**config.mk**
```make
export PLATFORM = sky130hd
export DESIGN_NAME = ref_tick_multiplier
export DESIGN_NICKNAME = d
export VERILOG_FILES = /design/src/rtl/ref_tick_pkg.sv /design/src/rtl/seq_divider.sv /design/src/rtl/ref_tick_multiplier.sv
export SDC_FILE = /design/constraint.sdc
export NUM_CORES = 1
export LEC_CHECK = 0
export ABC_AREA = 1
export CORE_UTILIZATION = 65
export DETAILED_ROUTE_END_ITERATION = 6
export GPL_TIMING_DRIVEN = 0
export PLACE_DENSITY = 0.83
export SYNTH_ARGS = -nofsm -noshare
export SYNTH_HDL_FRONTEND = slang
export SYNTH_SLANG_ARGS = --single-unit
```
**constraint.sdc**
```tcl
create_clock -name i_clk -period 4.5 [get_ports i_clk]
set_clock_uncertainty 0.15 [all_clocks]
set_input_delay 1.35 -clock i_clk [delete_from_list [all_inputs] [get_ports i_clk]]
set_output_delay 1.35 -clock i_clk [all_outputs]
set_load 0.01 [all_outputs]
```
**src/rtl/ref_tick_pkg.sv**
```systemverilog
// ref_tick_pkg: shared FSM state type and minimum-period helper for the reference tick multiplier.
package ref_tick_pkg;

    typedef enum logic [1:0] {IDLE, ACQ, LOCKED} state_e;

    // Shortest period that still leaves room for MULT strobes and a full divide.
    function automatic int min_period(input int mult, input int period_w);
        return (mult > period_w + 2) ? mult : period_w + 2;
    endfunction

endpackage

```
**src/rtl/seq_divider.sv**
```systemverilog
// seq_divider: restoring divider by a constant, W-bit dividend, start/done handshake, W+1 cycle latency.
module seq_divider #(
    parameter int W       = 8,
    parameter int DIVISOR = 6
) (
    input  logic         clk_i,
    input  logic         rst_n_i,
    input  logic         start_i,
    input  logic [W-1:0] dividend_i,
    output logic         done_o,
    output logic [W-1:0] quotient_o
);

    localparam int CW = $clog2(W + 1);
    localparam logic [W-1:0] DIV = W'(DIVISOR);

    logic [W-1:0]  rem_q, quo_q, trial;
    logic [W:0]    shifted;
    logic [CW-1:0] cnt_q;
    logic          busy_q, take;

    always_comb begin
        shifted = {rem_q, quo_q[W-1]};
        take    = shifted >= {1'b0, DIV};
        trial   = shifted[W-1:0] - DIV;
    end

    // quotient_o only changes on completion so it stays usable while the next divide runs.
    always_ff @(posedge clk_i or negedge rst_n_i) begin
        if (!rst_n_i) begin
            rem_q      <= '0;
            quo_q      <= '0;
            cnt_q      <= '0;
            busy_q     <= 1'b0;
            done_o     <= 1'b0;
            quotient_o <= '0;
        end else if (start_i) begin
            rem_q  <= '0;
            quo_q  <= dividend_i;
            cnt_q  <= CW'(W);
            busy_q <= 1'b1;
            done_o <= 1'b0;
        end else if (busy_q && cnt_q != '0) begin
            rem_q  <= take ? trial : shifted[W-1:0];
            quo_q  <= {quo_q[W-2:0], take};
            cnt_q  <= cnt_q - 1'b1;
            done_o <= 1'b0;
        end else if (busy_q) begin
            quotient_o <= quo_q;
            busy_q     <= 1'b0;
            done_o     <= 1'b1;
        end else begin
            done_o <= 1'b0;
        end
    end

endmodule

```
**src/rtl/ref_tick_multiplier.sv**
```systemverilog
// ref_tick_multiplier: measures a slow reference period and emits MULT evenly spaced,
// phase-aligned single-cycle strobes per reference period once the period is stable.
module ref_tick_multiplier
    import ref_tick_pkg::*;
#(
    parameter int MULT       = 6,
    parameter int PERIOD_W   = 8,
    parameter int LOCK_COUNT = 2
) (
    input  logic                i_clk,
    input  logic                i_rst_n,
    input  logic                i_ref,
    output logic                o_tick,
    output logic                o_locked,
    output logic [PERIOD_W-1:0] o_period,
    output logic                o_err
);

    localparam int MW = $clog2(LOCK_COUNT + 1);
    localparam int CW = $clog2(MULT);
    localparam logic [PERIOD_W-1:0] MIN_P  = PERIOD_W'(min_period(MULT, PERIOD_W));
    localparam logic [PERIOD_W-1:0] SAT    = '1;
    localparam logic [MW-1:0]       LOCK_N = MW'(LOCK_COUNT);
    localparam logic [CW-1:0]       LAST   = CW'(MULT - 1);

    state_e              state_q, state_d;
    logic                ref_q, step_ok_q, rise, sat, valid, consistent, timeout, gen;
    logic                div_start, div_done, strobe;
    logic [PERIOD_W-1:0] cnt_q, step_q, gap_q, step_next, diff;
    logic [MW-1:0]       match_q, match_inc, match_new;
    logic [CW-1:0]       left_q;

    always_comb begin
        rise       = i_ref & ~ref_q;
        sat        = cnt_q == SAT;
        valid      = cnt_q >= MIN_P && !sat;
        diff       = (cnt_q >= o_period) ? cnt_q - o_period : o_period - cnt_q;
        consistent = valid && diff <= PERIOD_W'(1);
        match_inc  = (match_q >= LOCK_N) ? LOCK_N : match_q + 1'b1;
        match_new  = !valid ? '0 : consistent ? match_inc : MW'(1);
        gen        = rise && ((state_q == LOCKED) ? consistent
                           : (state_q == ACQ && valid && match_new >= LOCK_N && step_ok_q));
        timeout    = sat && !rise && state_q != IDLE;
        div_start  = rise && valid && state_q != IDLE;
        state_d    = timeout ? IDLE : !rise ? state_q : (state_q == IDLE) ? ACQ : gen ? LOCKED : ACQ;
        strobe     = state_d == LOCKED && left_q != '0 && gap_q == step_q;
    end

    seq_divider #(.W(PERIOD_W), .DIVISOR(MULT)) u_div (
        .clk_i      (i_clk),
        .rst_n_i    (i_rst_n),
        .start_i    (div_start),
        .dividend_i (cnt_q),
        .done_o     (div_done),
        .quotient_o (step_next)
    );

    // step_ok_q marks that step_next holds the quotient of the period just before the current one.
    always_ff @(posedge i_clk or negedge i_rst_n) begin
        if (!i_rst_n) begin
            state_q   <= IDLE;
            ref_q     <= 1'b0;
            cnt_q     <= '0;
            match_q   <= '0;
            step_ok_q <= 1'b0;
            step_q    <= '0;
            gap_q     <= '0;
            left_q    <= '0;
            o_tick    <= 1'b0;
            o_locked  <= 1'b0;
            o_period  <= '0;
            o_err     <= 1'b0;
        end else begin
            ref_q     <= i_ref;
            cnt_q     <= rise ? PERIOD_W'(1) : sat ? cnt_q : cnt_q + 1'b1;
            state_q   <= state_d;
            o_locked  <= state_d == LOCKED;
            o_err     <= timeout || (rise && state_q != IDLE && !valid);
            step_ok_q <= (rise || timeout) ? 1'b0 : div_done ? 1'b1 : step_ok_q;
            if (rise && state_q != IDLE) begin
                o_period <= cnt_q;
                match_q  <= match_new;
            end else if (rise) begin
                match_q <= '0;
            end
            if (gen) begin
                step_q <= step_next;
                gap_q  <= PERIOD_W'(1);
                left_q <= LAST;
                o_tick <= 1'b1;
            end else if (strobe) begin
                gap_q  <= PERIOD_W'(1);
                left_q <= left_q - 1'b1;
                o_tick <= 1'b1;
            end else begin
                gap_q  <= gap_q + 1'b1;
                left_q <= (state_d == LOCKED) ? left_q : '0;
                o_tick <= 1'b0;
            end
        end
    end

endmodule

```
=== Yosys cells after proc, flatten, opt, wreduce, memory -nomap -nowiden ===
Cells that the tools add are included.
Widths: inputs -> output; s select.

* Register bits after elaboration: 74
* Bits of input ports: 3
* Output and inout port bits: 11
* Logic and storage cells: 106

* Add/subtract/negate cells: 8
* Magnitude comparators: 6
* Eq/ne operators: 8
* Muxes and demuxes: 34
* Bitwise logic cells: 4
* Reductions and logical operators: 28

{| class="wikitable"
|+ Operator list
! operator !! number
|-
| $mux 8 || 10
|-
| $mux 2 || 9
|-
| $add 8x1->8 const B || 2
|-
| $sub 8x8->8 || 2
|-
| $logic_and 1x1->1 || 15
|-
| $mux 1 || 10
|-
| $ge 9x3->1 const B || 1
|-
| $mux 3 || 3
|-
| $eq 8x8->1 || 1
|-
| $eq 8x8->1 const B || 1
|-
| $ge 8x4->1 const B || 1
|-
| $ge 8x8->1 || 1
|-
| $le 8x1->1 const B || 1
|-
| $mux 4 || 2
|-
| $reduce_bool 2->1 || 4
|-
| $sub 8x3->8 const B || 1
|-
| $eq 2x2->1 const B || 2
|-
| $ge 2x2->1 const B || 2
|-
| $ne 2x2->1 const B || 2
|-
| $reduce_bool 4->1 || 1
|-
| $sub 4x1->4 const B || 1
|-
| $logic_not 1->1 || 3
|-
| $ne 3x3->1 const B || 1
|-
| $not 1->1 || 3
|-
| 8 further kinds || 9
|}

=== Logic depth before layout (Yosys ltp) ===
Gate-level depths: netlist (run 1).

* Depth in word-level cells: 20
* Gate-level depth with buffers: 21
* Gate-level depth less buffers: 20

=== Modules after synthesis ===
Synthesis (run 1) repeated with hierarchy kept, for this count alone.

* Cells, all modules: 564
* Area total of the unflattened synthesis: 4344.2 sq um

{| class="wikitable"
|+ By module, submodules not included
! module !! instances !! cells an instance !! area an instance (sq um) !! sequential area each (sq um)
|-
| ref_tick_multiplier || 1 || 389 || 2862.7 || 1101.1
|-
| seq_divider || 1 || 175 || 1481.4 || 750.7
|}

=== Least setup slack after synthesis (run 1) ===
Ideal clock, no wire load.

* Path type: in2reg
* Start point: input i_ref
* End point: register u_div.quotient_o[7]
* Setup time: 0.121 ns
* Arrival: 2.859 ns
* Required time: 4.229 ns
* Path slack: 1.370 ns
* Stages on the path: 14
* Buffers on the path: 1
* Cells stage by stage: inv_1 -> nor2_1 -> inv_2 -> nor2_2 -> inv_1 -> nor2_1 -> inv_2 -> nand2_2 -> nand2_1 -> inv_2 -> nand2_2 -> buf_4 -> nand2_1 -> o21ai_1

* Longest elaborated chain between the ends: 5

{| class="wikitable"
|+ RTL lines
! element !! line !! source
|-
| start, declared || ref_tick_multiplier.sv:12 || <nowiki>input logic i_ref,</nowiki>
|-
| $and 1x1->1 || ref_tick_multiplier.sv:34 || <nowiki>rise = i_ref & ~ref_q;</nowiki>
|-
| $logic_and 1x1->1 (2 in series) || ref_tick_multiplier.sv:44 || <nowiki>div_start = rise && valid && state_q != IDLE;</nowiki>
|-
| $not 1->1 (no line) || - ||
|-
| $reduce_and 3->1 (no line) || - ||
|-
| end signal, assigned || seq_divider.sv:49 || <nowiki>quotient_o <= quo_q;</nowiki>
|-
| end, declared || seq_divider.sv:11 || <nowiki>output logic [W-1:0] quotient_o</nowiki>
|}

No other way between the ends.
A chain may end at the register's enable or synchronous reset.

=== Worst setup path in the final report (run 1) ===
Same ends and word-level chain as after synthesis.

==> results_dict.tcl, run 1 <==
set metrics [dict create \
    cts_root_buf "clkbuf_8" \
    seqCellArea_mm2 0.00185 \
    worstHoldStart "left_q[1]" \
    start_util_pct 68.7 \
    ctsResizeCount 0 \
    vias 3535 \
    critPathLaunch "i_ref" \
    wl_per_cell_um 14.7 \
    gp_congestion 0.931 \
    design_area_mm2 0.00462 \
    dp_cells 612 \
    synthToLayoutAreaGrowth_pct 11.0 \
    ys_types 38 \
    drc 0 \
    grt.total_usage_pct 30.0 \
    netlist_area_mm2 0.00416 \
    cts_hold_buf 0 \
    crit_slowest_cell "clkdlybuf4s50_1" \
    post_cts_buffers 0 \
    grt_first_pass_wirelength_um 14900 \
    cts_buffer_depth 2 \
    grt_pass1_vias 3333 \
    rsz0062_at_grt "no" \
    finalMaxSlewViolations 0 \
    setup_viol 0 \
    drive_gt1_share_pct 7.59 \
    drv_cap 0 \
    clkSinkCount 74 \
    chipHeight_um 82.0 \
    ir_worst_vdd_mv 0.498 \
    nFillCells 445 \
    viasPerCell 5.63 \
    crit_fanout 10 \
    path_buf_inv 7 \
    antenna_found_initial 0 \
    min_period_over_period_pct 88.0 \
    htree_levels 3 \
    hold_path.class "reg -> reg" \
    ant_nets 0 \
    required_ns 4.59 \
    finalHoldViolCount 0 \
    insertion_delay_ns 0.36 \
    cpLargestDelayFamily "simple AND/OR/NAND/NOR gates" \
    min_period_ns 3.96 \
    postSynthAreaPerCell_um2 7.94 \
    nNetsFinal 575 \
    io_buffers 13 \
    path_clk_slew_ns 0.08 \
    status "finished clean" \
    power.total_uw 3280 \
    ys_seq_area_share_pct 44.5 \
    drt_wl_total_um 9250 \
    p_leak_uw 0.00242 \
    ys_seq_elements 74 \
    crit_path_end_kind "register" \
    syn_inst 524 \
    slowest_delay_ns 0.48 \
    cts_buffers 9 \
    synthesis.nets 551 \
    yosysWarnings 0 \
    max-slew-margin-rel_pct 38.6 \
    rr_startpoint "cnt_q[0]" \
    firstDrtPassIters 5 \
    multi_input_area_mm2 0.00193 \
    cp.arrival_ns 4.05 \
    max_freq_mhz 252 \
    gr-total-overflow 0 \
    diodes 0 \
    start_kind "input port" \
    io_pins 14 \
    placeableCoreArea_mm2 0.00606 \
    critPathMostFrequentCell "inv_2" \
    drtIter0Drc 274 \
    cts_tree "done" \
    powerDensity_mw_per_mm2 710 \
    postPlaceCellArea_mm2 0.00438 \
    row_count 28 \
    crit_chain "clkdlybuf4s50_1, inv_1, nor2_1, inv_2, nor2_2, inv_1, nor2_1, inv_2, nand2_2, nand2_1, inv_2, nand2_2, buf_4, nand2_1, o21ai_1" \
    instances_no_fill 628 \
    die-area_mm2 0.00673 \
    die_w_um 82.0 \
    dp_hpwl_um 6630 \
    fin_util_pct 76.2 \
    path_class "in -> reg" \
    worst_pin_slew_ns 0.921 \
    grt_max_degree 75 \
]
-- flip-flops by register name (all words and copies together), names as in the netlist, 2 cells and up --
name,count
match_q,2
u_div.rem_q,8
u_div.cnt_q,4
cnt_q,8
u_div.quo_q,8
left_q,3
u_div.quotient_o,8
state_q,2
gap_q,8
step_q,8
o_period,8
-- through the flow --
| stage | setup TNS (ns) | setup WS [ns] | hold slack, ns |
|---|---|---|---|
| after floorplan | 0 | 1.37 | 0.292 |
| after global placement | -40.19 | -0.548 | 0.308 |
| after detailed placement | 0 | 0.242 | 0.313 |
| after CTS | 0 | 0.574 | 0.334 |
| after global routing | 0 | 0.272 | 0.357 |
| final | 0 | 0.538 | 0.329 |
-- kinds of logic (layout without fill, tap and decap cells) --
logic type	count (synthesis)	count (layout)	share of synthesized area, %
AND/OR/NAND/NOR	232	232	23.8
XOR/XNOR	17	17	3.58
AO/OA/AOI/OAI	78	78	11.4
buffers and inverters	99	128	9.17
flip-flops	74	74	44.5
adder cells (fa/ha/maj)	24	24	7.58
-- worst register-to-register path: stages (launching register included) --
cell and delay, ns:
dfrtp_1 0.48, inv_1 0.16, ha_1 0.16, inv_1 0.08, fa_1 0.43, nand3_1 0.12, nand2_1 0.09, nand2_1 0.06
nand3_1 0.09, nor2_1 0.11, nand3_1 0.08, nand2_1 0.15, nand2_1 0.12, a21oi_1 0.18, nand2_2 0.19, inv_2 0.14
buf_2 0.21, nand2_1 0.07, o21ai_0 0.09
-- layer usage --
| layer | part of all wire, % | vias to the layer above | wire length, um | track usage, % |
|---|---|---|---|---|
| met5 | 0 | - | 0 | 0 |
| met2 | 46 | 102 | 4210 | 46.8 |
| met3 | 4.9 | 20 | 450 | 6.33 |
| li1 | - | 1724 | - | - |
| met4 | 2.2 | 0 | 201 | 11.6 |
| met1 | 47 | 1689 | 4390 | 40.9 |
-- power breakdown --
part           internal, uW  switching [uW]  total, uW  leakage [uW]
Sequential              910             197       1110      0.000951
Combinational           586             976       1560       0.00135
Clock                   335             277        612      0.000119
-- final cells by class --
cell class,instances,share of cell area [%]
multi-input cells,351,41.8
clock inverters,6,2.11
clock buffers,10,2.98
plain buffers,9,0.948
repair buffers,13,2.76
inverters,90,7.32
flip-flops and latches,74,40.1
well taps,75,2.03
-- final timing paths --
path | end | slack, ns | cells after the start
max | u_div.quotient_o[7] | 0.54 | 15
min | left_q[1] | 0.33 | 2
max reg2reg | step_q[7] | 1.27 | 18
min reg2reg | left_q[1] | 0.33 | 2
max in group asynchronous | o_period[2] | 2.63 | 1
min in group asynchronous | state_q[0] | 0.96 | 1
-- cells in the mapped netlist (all sizes together) --
cell | number | area, um^2
xnor2 | 3 | 26.3
o21ai | 34 | 170
and3 | 1 | 6.26
a21boi | 1 | 7.51
xor2 | 14 | 123
nor2 | 41 | 169
o21a | 1 | 7.51
a21o | 1 | 7.51
o221ai | 6 | 52.6
a221oi | 1 | 8.76
nor3 | 9 | 56.3
nor4 | 1 | 6.26
o22ai | 12 | 75.1
nand2 | 143 | 549
or2 | 1 | 6.26
buf | 7 | 36.3
o21bai | 1 | 7.51
inv | 90 | 338
a21oi | 16 | 80.1
a31oi | 1 | 6.26
a22oi | 2 | 15.0
nand3 | 27 | 140
o41ai | 1 | 27.5
a22o | 1 | 8.76
fa | 2 | 40.0
clkbuf | 2 | 7.51
dfrtp | 74 | 1850
ha | 22 | 275
nand4 | 9 | 56.3
-- cells in the final DEF (no fill, tap or decap), drive strengths merged, types with 2 or more instances in the layout --
master | synthesis | final
nand2 | 143 | 143
inv | 90 | 92
dfrtp | 74 | 74
nor2 | 41 | 41
o21ai | 34 | 34
nand3 | 27 | 27
ha | 22 | 22
a21oi | 16 | 16
xor2 | 14 | 14
o22ai | 12 | 12
clkdlybuf4s50 | 0 | 12
clkbuf | 2 | 12
nand4 | 9 | 9
nor3 | 9 | 9
buf | 7 | 8
o221ai | 6 | 6
xnor2 | 3 | 3
a22oi | 2 | 2
fa | 2 | 2
bufinv | 0 | 2
clkinv | 0 | 2
Power figures use the tool's default switching activity.
==> inputs of run 2 (changes only) <==
Settings changed: SLEW_MARGIN from default to 40.
==> results_dict.tcl, run 2 (synthesis gave the netlist of run 1 again) <==
set metrics [dict create \
    max-slew-margin-rel_pct 51.6 \
    viasPerCell 5.63 \
    worst_pin_slew_ns 0.723 \
    power.total_uw 3210 \
    clkSinkCount 74 \
    drt_wl_total_um 9160 \
    multi_input_area_mm2 0.00193 \
    cp.arrival_ns 4.09 \
    mostFrequentLayoutCell "nand2_1" \
    path_class "in -> reg" \
    status "finished clean" \
    dp_worst_setup_slack_ns 0.162 \
    ant_nets 0 \
    instances_no_fill 629 \
    gr-total-overflow 0 \
    rr_endpoint "step_q[7]" \
    hold_slack_ns 0.334 \
    insertion_delay_ns 0.36 \
    grt_first_pass_wirelength_um 14800 \
    htree_levels 3 \
    post_cts_buffers 0 \
    drtIter0Drc 266 \
    rr_startpoint "cnt_q[0]" \
    hold_path.class "reg -> reg" \
    antenna_found_initial 0 \
    max_freq_mhz 250 \
    p_leak_uw 0.00241 \
    grt.total_usage_pct 29.7 \
    cts_hold_buf 0 \
    setup_viol 0 \
    start_util_pct 68.7 \
    min_period_ns 4.00 \
    drv_cap 0 \
    ir_worst_vdd_mv 0.442 \
    ff2ff_setup_slack_ns 1.29 \
    path_clk_slew_ns 0.08 \
    grt_pass1_vias 3332 \
    vias 3539 \
    io_buffers 13 \
    cts_buffers 9 \
    ctsResizeCount 0 \
    io_pins 14 \
    cts_root_buf "clkbuf_8" \
    dp_hpwl_um 6820 \
    dp_cells 613 \
    most-common-layout-cells "nand2_1, inv_1, dfrtp_1, nor2_1, nand3_1" \
    finalSetupTns_ns 0 \
    finalHoldViolCount 0 \
    start_kind "input port" \
    cts_tree "done" \
    synthToLayoutAreaGrowth_pct 10.9 \
    seqCellArea_mm2 0.00185 \
    fin_ws_ns 0.504 \
    min_period_over_period_pct 88.8 \
    drive_gt1_share_pct 7.76 \
    reg2reg_depth 18 \
    worstHoldStart "u_div.quotient_o[0]" \
    nNetsFinal 576 \
    grt_max_degree 41 \
    nFillCells 452 \
    firstDrtPassIters 5 \
    crit_path_end_kind "register" \
    powerDensity_mw_per_mm2 697 \
    required_ns 4.60 \
    die-area_mm2 0.00673 \
    chipHeight_um 82.0 \
    hold_depth 2 \
    placeableCoreArea_mm2 0.00606 \
    crit_fanout 10 \
    drc 0 \
    hold_path_end "step_q[0]" \
    gp_congestion 0.931 \
    rsz0062_at_grt "no" \
    finalMaxSlewViolations 0 \
    diodes 0 \
    wl_per_cell_um 14.6 \
    row_count 28 \
    die_w_um 82.0 \
    cts_buffer_depth 2 \
]
[run 2: power by group]
part	internal, uW	total [uW]	switching (uW)	leakage, uW
Sequential	910	1110	200	0.000951
Clock	266	547	281	0.0000988
Combinational	588	1560	970	0.00136
[run 2: cell type report]
type	count	share of cell area, %
Clock inverter	7	1.79
Inverter	90	7.32
Timing Repair Buffer	14	3.28
Tap cell	75	2.03
Clock buffer	9	2.69
Multi-Input combinational cell	351	41.8
Buffer	9	0.949
Sequential cell	74	40.1
[run 2: metal layers]
| metal | routed length [um] | global-route usage [%] | vias to the layer above | share of wire, % |
|---|---|---|---|---|
| li1 | - | - | 1732 | - |
| met3 | 419 | 6.33 | 14 | 4.6 |
| met1 | 4310 | 40.2 | 1690 | 47 |
| met2 | 4310 | 47.5 | 103 | 47 |
| met5 | 0 | 0 | - | 0 |
| met4 | 121 | 9.65 | 0 | 1.3 |
[run 2: worst max-delay path by stage]
stage / from / end / depth (start not counted) / slack, ns
floorplan: i_ref / u_div.quotient_o[7] / 14 / 1.37
global placement: i_rst_n / u_div.rem_q[2] / 1 / -0.55
detailed placement: i_ref / u_div.quotient_o[7] / 15 / 0.16
CTS: i_ref / u_div.quotient_o[7] / 15 / 0.53
global route: i_ref / u_div.quotient_o[7] / 15 / 0.24
finish: i_ref / u_div.quotient_o[7] / 15 / 0.50
[run 2: per-stage QoR]
step           utilization (%)  cell area, um^2
2_1_floorplan                -             4160
3_3_place_gp              72.4             4390
3_5_place_dp              72.7             4410
4_1_cts                   76.1             4610
5_1_grt                   76.1             4610
6_report                  76.1             4610
[run 2: critical path, cell delays in order]
cell and delay, ns:
clkdlybuf4s50_1 0.48, inv_1 0.04, nor2_1 0.14, inv_2 0.11, nor2_2 0.38, inv_1 0.12
nor2_1 0.34, inv_2 0.18, nand2_2 0.20, nand2_1 0.12, inv_2 0.16, nand2_2 0.15
buf_4 0.21, nand2_1 0.06, o21ai_1 0.06
==> inputs of run 3 (changes only) <==
Settings changed: CAP_MARGIN from default to 20, REMOVE_ABC_BUFFERS from default to 1.
==> results_dict.tcl, run 3 (synthesis gave the netlist of run 1 again) <==
set metrics [dict create \
    firstDrtPassIters 4 \
    die-area_mm2 0.00673 \
    drt_wl_total_um 8600 \
    max-slew-margin-rel_pct 53.1 \
    instances_no_fill 620 \
    finalMaxSlewViolations 0 \
    die_w_um 82.0 \
    path_class "in -> reg" \
    wl_per_cell_um 13.9 \
    worst_pin_slew_ns 0.701 \
    cts_buffer_depth 2 \
    clkSinkCount 74 \
    design_area_mm2 0.00458 \
    synthToLayoutAreaGrowth_pct 10.0 \
    ir_worst_vdd_mv 0.483 \
    multi_input_area_mm2 0.00194 \
    seqCellArea_mm2 0.00185 \
    antenna_found_initial 0 \
    diodes 0 \
    drtIter0Drc 223 \
    vias 3429 \
    finalHoldViolCount 0 \
    placeableCoreArea_mm2 0.00606 \
    postPlaceCellArea_mm2 0.00437 \
    max_freq_mhz 241 \
    hold_slack_ns 0.321 \
    drive_gt1_share_pct 6.61 \
    cp.arrival_ns 4.21 \
    power.total_uw 3140 \
    setup_viol 0 \
    crit_fanout 17 \
    cts_tree "done" \
    io_pins 14 \
    start_util_pct 68.7 \
    cts_root_buf "clkbuf_8" \
    min_period_over_period_pct 92.0 \
    path_clk_slew_ns 0.07 \
    grt_pass1_vias 3230 \
    grt.total_usage_pct 28.4 \
    p_leak_uw 0.00239 \
    cts_hold_buf 0 \
    insertion_delay_ns 0.34 \
    powerDensity_mw_per_mm2 685 \
    gp_congestion 0.916 \
    cts_buffers 9 \
    dp_hpwl_um 6480 \
    gr-total-overflow 0 \
    required_ns 4.56 \
    start_kind "input port" \
    mostFrequentLayoutCell "nand2_1" \
    rsz0062_at_grt "no" \
    nFillCells 454 \
    min_period_ns 4.14 \
    most-common-layout-cells "nand2_1, inv_1, dfrtp_1, nor2_1, nand3_1" \
    row_count 28 \
    drc 0 \
    dp_cells 604 \
    viasPerCell 5.53 \
    io_buffers 13 \
    ant_nets 0 \
    drv_cap 0 \
    grt_first_pass_wirelength_um 14300 \
    hold_path.class "reg -> reg" \
    crit_path_end_kind "register" \
    htree_levels 3 \
    fin_util_pct 75.6 \
    status "finished clean" \
    grt_max_degree 48 \
    nNetsFinal 568 \
    chipHeight_um 82.0 \
]
run 3: stage by stage:
stage	TNS (ns)	setup WS, ns
6_report	0	0.358
5_1_grt	0	0.166
4_1_cts	0	0.283
3_5_place_dp	-11.88	-0.709
3_3_place_gp	-59.83	-1.01
2_1_floorplan	0	0.499
run 3: metal layers:
metal	part of all wire [%]	global-route usage, %
met3	4.7	5.78
met2	46	45.6
met1	47	38.4
met4	1.5	9.65
met5	0	0
run 3: final cells by class:
cell class / count / share of cell area [%]
Sequential cell: 74 / 40.4
Timing Repair Buffer: 15 / 3.63
Multi-Input combinational cell: 351 / 42.4
Clock inverter: 2 / 0.820
Inverter: 90 / 7.38
Tap cell: 75 / 2.05
Clock buffer: 13 / 3.25
run 3: final timing paths:
check / from / to / slack, ns / depth (start not counted)
max: i_ref / u_div.quotient_o[6] / 0.36 / 14
min: left_q[1] / left_q[1] / 0.32 / 2
max reg2reg: cnt_q[0] / left_q[0] / 1.33 / 18
min reg2reg: left_q[1] / left_q[1] / 0.32 / 2
max in group asynchronous: i_rst_n / step_q[0] / 2.96 / 2
min in group asynchronous: i_rst_n / match_q[0] / 0.72 / 1
run 3: power breakdown:
part           internal (uW)  total, uW  leakage [uW]  switching [uW]
Sequential               910       1110      0.000951             197
Combinational            577       1530       0.00135             949
Clock                    269        502     0.0000897             232
run 3: timing repair:
action	in CTS	in global routing
resized for setup	2	1
setup endpoints to repair	17	2
buffers inserted	1	0
pin swaps	1	0
run 3: worst max-delay path, stage by stage:
cell             delay [ns]
clkdlybuf4s50_1        0.47
inv_1                  0.07
nor2_4                 0.29
inv_2                  0.16
nor2_4                 0.14
inv_1                  0.06
nor2_1                 0.29
inv_2                  0.18
nand2_2                0.31
nand2_2                0.24
inv_2                  0.21
nand2_2                0.21
nand2_1                0.12
o21ai_1                0.07
